$ cat src/rtl/mipi_tx_pkg.sv
// Shared encodings for the MIPI TX command arbiter: FSM states, bus owner, packet data types.
package mipi_tx_pkg;

  typedef enum logic [2:0] {
    StIdle   = 3'd0,
    StVidCmd = 3'd1,
    StVidPay = 3'd2,
    StAuxCmd = 3'd3,
    StAuxPay = 3'd4
  } state_e;

  typedef enum logic [1:0] {
    OwnNone = 2'd0,
    OwnVid  = 2'd1,
    OwnAux  = 2'd2
  } owner_e;

  localparam logic [5:0] DT_VSYNC_START  = 6'h01;
  localparam logic [5:0] DT_DCS_SHORT_W0 = 6'h05;
  localparam logic [5:0] DT_NULL         = 6'h09;
  localparam logic [5:0] DT_DCS_SHORT_W1 = 6'h15;
  localparam logic [5:0] DT_BLANK        = 6'h19;
  localparam logic [5:0] DT_HSYNC_START  = 6'h21;
  localparam logic [5:0] DT_GEN_LONG     = 6'h29;
  localparam logic [5:0] DT_RGB666_LOOSE = 6'h2E;
  localparam logic [5:0] DT_DCS_LONG     = 6'h39;
  localparam logic [5:0] DT_RGB888       = 6'h3E;

  // Long packets carry a payload phase; identified by the low nibble of the data type.
  function automatic logic is_long_pkt(input logic [5:0] dt);
    logic long_pkt;
    case (dt[3:0])
      4'h9, 4'hC, 4'hD, 4'hE: long_pkt = 1'b1;
      default:                long_pkt = 1'b0;
    endcase
    return long_pkt;
  endfunction

endpackage

$ cat src/rtl/mipi_tx_watchdog.sv
// Loadable down-counter; expire pulses on the last allowed cycle of the loaded window.
module mipi_tx_watchdog #(
  parameter int unsigned Width = 16
) (
  input  logic             CLK_tx,
  input  logic             RST,
  input  logic             load,
  input  logic [Width-1:0] limit,
  input  logic             en,
  output logic             expire
);

  logic [Width-1:0] count_q;

  always_ff @(posedge CLK_tx) begin
    if (RST) begin
      count_q <= '0;
    end else if (load) begin
      count_q <= limit;
    end else if (en && (count_q != '0)) begin
      count_q <= count_q - 1'b1;
    end
  end

  // count_q == 1 marks the limit-th cycle since the load.
  assign expire = en && (count_q == Width'(1));

endmodule

$ cat src/rtl/mipi_tx_cmd_arbiter.sv
// Arbitrates the TX controller command/payload port between the video timing generator (VID,
// absolute priority) and an auxiliary command source (AUX, vertical blanking only, capped).
module mipi_tx_cmd_arbiter
  import mipi_tx_pkg::*;
#(
  parameter logic [15:0] ACK_TIMEOUT        = 16'd4096,
  parameter logic [15:0] PAY_TIMEOUT        = 16'd8192,
  parameter logic [3:0]  AUX_MAX_PER_VBLANK = 4'd8
) (
  input  logic        CLK_tx,
  input  logic        RST,
  input  logic        Vblank,
  input  logic        Vid_cmd_req,
  input  logic [5:0]  Vid_cmd_data_type,
  input  logic [15:0] Vid_cmd_byte_count,
  output logic        Vid_cmd_ack,
  output logic        Vid_payload_en,
  output logic        Vid_payload_en_last,
  input  logic        Aux_cmd_req,
  input  logic [5:0]  Aux_cmd_data_type,
  input  logic [15:0] Aux_cmd_byte_count,
  output logic        Aux_cmd_ack,
  output logic        Aux_payload_en,
  output logic        Aux_payload_en_last,
  output logic        Tx_cmd_req,
  output logic [5:0]  Tx_cmd_data_type,
  output logic [15:0] Tx_cmd_byte_count,
  input  logic        Tx_cmd_ack,
  input  logic        Tx_payload_en,
  input  logic        Tx_payload_en_last,
  output logic [1:0]  Owner,
  output logic        Err_timeout
);

  state_e      state_q, state_d;
  owner_e      owner;
  logic [5:0]  dt_q;
  logic [15:0] bc_q;
  logic        tx_req_q;
  logic        err_q;
  logic [3:0]  aux_cnt_q, aux_cnt_d;
  logic        aux_ok;
  logic        timeout;
  logic        grant;
  logic        wd_load;
  logic        wd_en;
  logic        wd_expire;
  logic [15:0] wd_limit;

  assign aux_ok = Vblank && (aux_cnt_q < AUX_MAX_PER_VBLANK);

  always_ff @(posedge CLK_tx) begin
    if (RST) begin
      state_q <= StIdle;
    end else begin
      state_q <= state_d;
    end
  end

  // An ack or last strobe in the expiring cycle still completes the packet normally.
  always_comb begin
    state_d = state_q;
    timeout = 1'b0;
    unique case (state_q)
      StIdle: begin
        if (Vid_cmd_req) begin
          state_d = StVidCmd;
        end else if (Aux_cmd_req && aux_ok) begin
          state_d = StAuxCmd;
        end
      end
      StVidCmd: begin
        if (Tx_cmd_ack) begin
          state_d = is_long_pkt(dt_q) ? StVidPay : StIdle;
        end else if (wd_expire) begin
          timeout = 1'b1;
          state_d = StIdle;
        end
      end
      StVidPay: begin
        if (Tx_payload_en_last) begin
          state_d = StIdle;
        end else if (wd_expire) begin
          timeout = 1'b1;
          state_d = StIdle;
        end
      end
      StAuxCmd: begin
        if (Tx_cmd_ack) begin
          state_d = is_long_pkt(dt_q) ? StAuxPay : StIdle;
        end else if (wd_expire) begin
          timeout = 1'b1;
          state_d = StIdle;
        end
      end
      StAuxPay: begin
        if (Tx_payload_en_last) begin
          state_d = StIdle;
        end else if (wd_expire) begin
          timeout = 1'b1;
          state_d = StIdle;
        end
      end
      default: state_d = StIdle;
    endcase
  end

  assign grant   = (state_q == StIdle) && (state_d != StIdle);
  assign wd_en   = (state_q != StIdle);
  assign wd_load = (state_d != state_q);

  always_comb begin
    wd_limit = '0;
    unique case (state_d)
      StVidCmd, StAuxCmd: wd_limit = ACK_TIMEOUT;
      StVidPay, StAuxPay: wd_limit = PAY_TIMEOUT;
      default:            wd_limit = '0;
    endcase
  end

  mipi_tx_watchdog #(
    .Width (16)
  ) u_watchdog (
    .CLK_tx (CLK_tx),
    .RST    (RST),
    .load   (wd_load),
    .limit  (wd_limit),
    .en     (wd_en),
    .expire (wd_expire)
  );

  // Held at zero while Vblank is low, so every Vblank rise starts a fresh window.
  always_comb begin
    aux_cnt_d = aux_cnt_q;
    if (!Vblank) begin
      aux_cnt_d = '0;
    end else if ((state_q == StAuxCmd) && Tx_cmd_ack) begin
      aux_cnt_d = aux_cnt_q + 4'd1;
    end
  end

  always_ff @(posedge CLK_tx) begin
    if (RST) begin
      tx_req_q  <= 1'b0;
      err_q     <= 1'b0;
      aux_cnt_q <= '0;
      dt_q      <= '0;
      bc_q      <= '0;
    end else begin
      tx_req_q  <= (state_d == StVidCmd) || (state_d == StAuxCmd);
      err_q     <= timeout;
      aux_cnt_q <= aux_cnt_d;
      if (grant) begin
        if (state_d == StVidCmd) begin
          dt_q <= Vid_cmd_data_type;
          bc_q <= Vid_cmd_byte_count;
        end else begin
          dt_q <= Aux_cmd_data_type;
          bc_q <= Aux_cmd_byte_count;
        end
      end
    end
  end

  always_comb begin
    owner = OwnNone;
    unique case (state_q)
      StVidCmd, StVidPay: owner = OwnVid;
      StAuxCmd, StAuxPay: owner = OwnAux;
      default:            owner = OwnNone;
    endcase
  end

  // Forwarding is gated by RST so an in-flight packet is cut off in the reset cycle itself.
  always_comb begin
    Vid_cmd_ack         = !RST && (owner == OwnVid) && Tx_cmd_ack;
    Vid_payload_en      = !RST && (owner == OwnVid) && Tx_payload_en;
    Vid_payload_en_last = !RST && (owner == OwnVid) && Tx_payload_en_last;
    Aux_cmd_ack         = !RST && (owner == OwnAux) && Tx_cmd_ack;
    Aux_payload_en      = !RST && (owner == OwnAux) && Tx_payload_en;
    Aux_payload_en_last = !RST && (owner == OwnAux) && Tx_payload_en_last;
    Tx_cmd_req          = tx_req_q;
    Tx_cmd_data_type    = dt_q;
    Tx_cmd_byte_count   = bc_q;
    Owner               = owner;
    Err_timeout         = err_q;
  end

endmodule
$ cat config.mk
export PLATFORM = sky130hd
export DESIGN_NAME = mipi_tx_cmd_arbiter
export DESIGN_NICKNAME = d
export VERILOG_FILES = /design/src/rtl/mipi_tx_pkg.sv /design/src/rtl/mipi_tx_watchdog.sv /design/src/rtl/mipi_tx_cmd_arbiter.sv
export SDC_FILE = /design/constraint.sdc
export NUM_CORES = 1
export LEC_CHECK = 0
export ABC_AREA = 1
export CAP_MARGIN = 20
export CORE_MARGIN = 5
export CORE_UTILIZATION = 45
export DETAILED_ROUTE_END_ITERATION = 8
export GPL_ROUTABILITY_DRIVEN = 1
export PLACE_DENSITY = 0.75
export SKIP_CTS_REPAIR_TIMING = 1
export SYNTH_ARGS = -nofsm -noshare
export SYNTH_HDL_FRONTEND = slang
export SYNTH_HIERARCHICAL = 1
export SYNTH_SLANG_ARGS = --single-unit
$ cat constraint.sdc
create_clock -name CLK_tx -period 4.27 [get_ports CLK_tx]
set_input_delay 0.427 -clock CLK_tx [delete_from_list [all_inputs] [get_ports CLK_tx]]
set_output_delay 0.427 -clock CLK_tx [all_outputs]
set_load 0.1 [all_outputs]
==> reports/metrics.yaml, run 1 <==
status: "finished clean"
dieArea_sq_um: 8650
timing.final.crit_share_pct: 85.7
muxShareOfSynthArea_pct: 0
r2r_start: "state_q[1]"
worst_hold_path_type: "flip-flop to flip-flop"
vias: 3202
synth.cell_area_sq_um: 3100
avgRoutedWirePerCell_um: 11.8
synthXorXnorAreaFrac_pct: 1.41
r2r_cells: 16
grt_pass1_vias: 3116
drt_iter0_markers: 89
ios: 84
grt_max_degree: 45
areaGrowthSynthToFinish_pct: 31.3
path_class: "flip-flop to flip-flop"
layout.nets: 651
num_rows: 30
drt-total-wl_mm: 8.02
drive_gt1_share_pct: 9.88
place_inst: 669
r2r_end: "u_watchdog/count_q[10]"
gp_congestion: 0.923
grt_pass1_wl_mm: 13.7
drv_slew: 0
tns_ps: 0
worstHoldStart: "aux_cnt_q[2]"
synthArstFlopShare_pct: 0
setup_violations: 0
io_buffers: 83
worst_pin_slew_ps: 1020
cts_max_level: 2
slew_headroom_pct: 32.1
antenna_found_initial: 0
overflow: 0
clk_latency_ps: 300
synthAdderAreaFrac_pct: 1.21
ys_ff_latch: 47
hold_viol: 0
die_x_um: 93.0
hpwlAfterDp_mm: 6.10
synth_top_family_by_area: "simple AND/OR/NAND/NOR gates"
grt_usage_pct: 19.0
startpoint_type: "flip-flop"
ys_types: 35
fill_cells: 671
cts_tree: "done"
diodes: 0
endpoint_kind: "flip-flop"
worst_slack_ps: 610
dp_slack_ps: 202
power_density_nw_per_um2: 442
synthCells: 509
stdcell_count: 677
cts_sinks: 47
synth_warnings: 6
viasPerCell: 4.73
synthFlopType: "dfxtp_1"
cts_max_path_buffers: 2
synth_simple_gate_area_share_pct: 49.3
coreArea_sq_um: 6760
required_ps: 4510
synth_compound_area_share_pct: 5.49
leakagePower_nw: 2.02
first_pass_iters: 4
cts_made_buffers: 5
r2r_slack_ps: 610
rsz0062_at_grt: "false"
peakVddDrop_v: 0.000203
holdPathStages: 2
hold_path_end: "aux_cnt_q[2]"
yosysSeqAreaShare_pct: 30.3
cts-root-buf: "clkbuf_8"
antenna_left: 0
cap_violations: 0
die_height_um: 93.0
clock_skew_ps: 4.08
synth_edf_count: 0
clock.fmax_mhz: 273
period_needed_ps: 3660
clk_transition_reported_paths_ps: 90
cp.arrival_ps: 3900
syn_avg_cell_area_sq_um: 6.09
critPathMaxFanout: 27
initial_core_util_pct: 45.9
drcViolationCount: 0
[cell type report]
class                           instances  area [sq um]  share of cell area, %
Timing Repair Buffer                   84           823                   20.2
Sequential cell                        47           941                   23.1
Tap cell                               80           100                   2.46
Multi-Input combinational cell        393          1840                   45.3
Inverter                               65           244                   5.99
Clock buffer                            6          82.6                   2.03
Clock inverter                          2          35.0                  0.861
[registers in the layout, summed over array words and instances (netlist names)]
signal / count
Tx_cmd_byte_count: 16
u_watchdog/count_q: 16
Tx_cmd_data_type: 6
aux_cnt_q: 4
state_q: 3
Err_timeout: 1
Tx_cmd_req: 1
[cell usage in the layout, fill, tap and decap left out]
| master | netlist | routed |
|---|---|---|
| nor4b_2 | 0 | 1 |
| nand3_4 | 2 | 2 |
| conb_1 | 1 | 14 |
| or2_2 | 2 | 2 |
| nand4_1 | 3 | 3 |
| a21oi_1 | 8 | 8 |
| nor2_2 | 1 | 1 |
| nand2_2 | 24 | 24 |
| nand2_4 | 2 | 2 |
| o2111ai_2 | 0 | 1 |
| xor2_1 | 3 | 3 |
| clkdlybuf4s50_1 | 0 | 77 |
| nor2_4 | 2 | 2 |
| ha_1 | 3 | 3 |
| o22ai_1 | 1 | 1 |
| nand3_1 | 62 | 62 |
| a31oi_1 | 1 | 1 |
| bufinv_16 | 0 | 1 |
| nor3_4 | 1 | 1 |
| clkbuf_8 | 0 | 6 |
| nor3b_1 | 1 | 1 |
| o21ai_0 | 17 | 16 |
| clkinv_2 | 0 | 1 |
| nor2_1 | 125 | 125 |
| inv_2 | 5 | 5 |
| nand3_2 | 3 | 3 |
| a32oi_1 | 1 | 1 |
| nor3_1 | 4 | 4 |
| xnor2_1 | 2 | 2 |
| inv_1 | 60 | 60 |
| dfxtp_1 | 47 | 47 |
| buf_4 | 2 | 7 |
| o21ai_1 | 3 | 4 |
| nand2_1 | 106 | 106 |
[worst max-delay path, cell delays in order, from the launching register on]
cell,delay [ps]
dfxtp_1,490
inv_2,100
nand2_2,90
nor2_2,50
inv_1,140
nand4_1,130
nor4b_2,510
nor3_4,90
nand2_1,150
nand3_4,300
o2111ai_2,430
inv_1,410
nand3_1,390
inv_1,130
nand2_1,70
nand2_1,50
nor2_1,70
[synth_stat cells, drive strengths merged, types with 2 or more instances]
master,count,area share [%]
nand2,132,18
nor2,128,16
nand3,67,12
inv,65,7.9
dfxtp,47,30
o21ai,20,3.2
buf,13,3.8
a21oi,8,1.3
nor3,5,1.2
clkbuf,4,0.48
ha,3,1.2
nand4,3,0.61
xor2,3,0.85
or2,2,0.40
xnor2,2,0.57
[where the power goes]
| part | leakage, nW | total [mW] | switching [mW] | internal, mW |
|---|---|---|---|---|
| sequential | 0.389 | 0.563 | 0.0574 | 0.506 |
| combinational | 1.57 | 0.891 | 0.626 | 0.265 |
| clock | 0.0612 | 0.346 | 0.156 | 0.190 |
[worst max path at each step]
stage	to	startpoint	depth (start not counted)	slack, ps
global route	u_watchdog/count_q[9]	state_q[1]	16	150
global placement	u_watchdog/count_q[9]	state_q[1]	16	420
detailed placement	u_watchdog/count_q[10]	state_q[1]	16	200
finish	u_watchdog/count_q[10]	state_q[1]	16	610
floorplan	Aux_cmd_ack	state_q[2]	4	230
CTS	u_watchdog/count_q[10]	state_q[1]	16	140
[layer usage]
metal  wire length (um)  track usage, %  vias up
li1                   -               -     1733
met1               3470            22.4     1395
met2               3990            34.8       62
met3                428            4.10       12
met4                131            4.64        0
met5                  0               0        -
[cells by family (layout without fill, tap and decap cells)]
| group | count (synthesis) | in the layout |
|---|---|---|
| fa+ha+maj | 3 | 3 |
| buf+inv | 82 | 157 |
| compound gates | 32 | 32 |
| xor+xnor | 5 | 5 |
| simple gates | 339 | 339 |
| flops | 47 | 47 |
| other cells | 1 | 14 |
[through the flow]
| step | utilization [%] | power [mW] | area (sq um) | hold WS, ps |
|---|---|---|---|---|
| 3_3_place_gp | 58.3 | 1.45 | 3940 | 450 |
| 5_1_grt | 60.2 | 1.93 | 4070 | 492 |
| 2_1_floorplan | - | 1.27 | 3150 | 438 |
| 3_5_place_dp | 58.3 | 1.46 | 3940 | 456 |
| 4_1_cts | 60.1 | 1.80 | 4060 | 470 |
| 6_report | 60.2 | 1.80 | 4070 | 471 |
Power figures use the tool's default switching activity.
==> run 2: changes to the inputs <==
SKIP_LAST_GASP = 1   (was default)
==> results of run 2 <==
Final layout, timing and power as in run 1 (identical DEF).
==> run 3: changes to the inputs <==
CAP_MARGIN = default   (was 20)
TNS_END_PERCENT = 10   (was default)
==> results of run 3 <==
Final layout, timing and power as in run 1 (identical DEF).
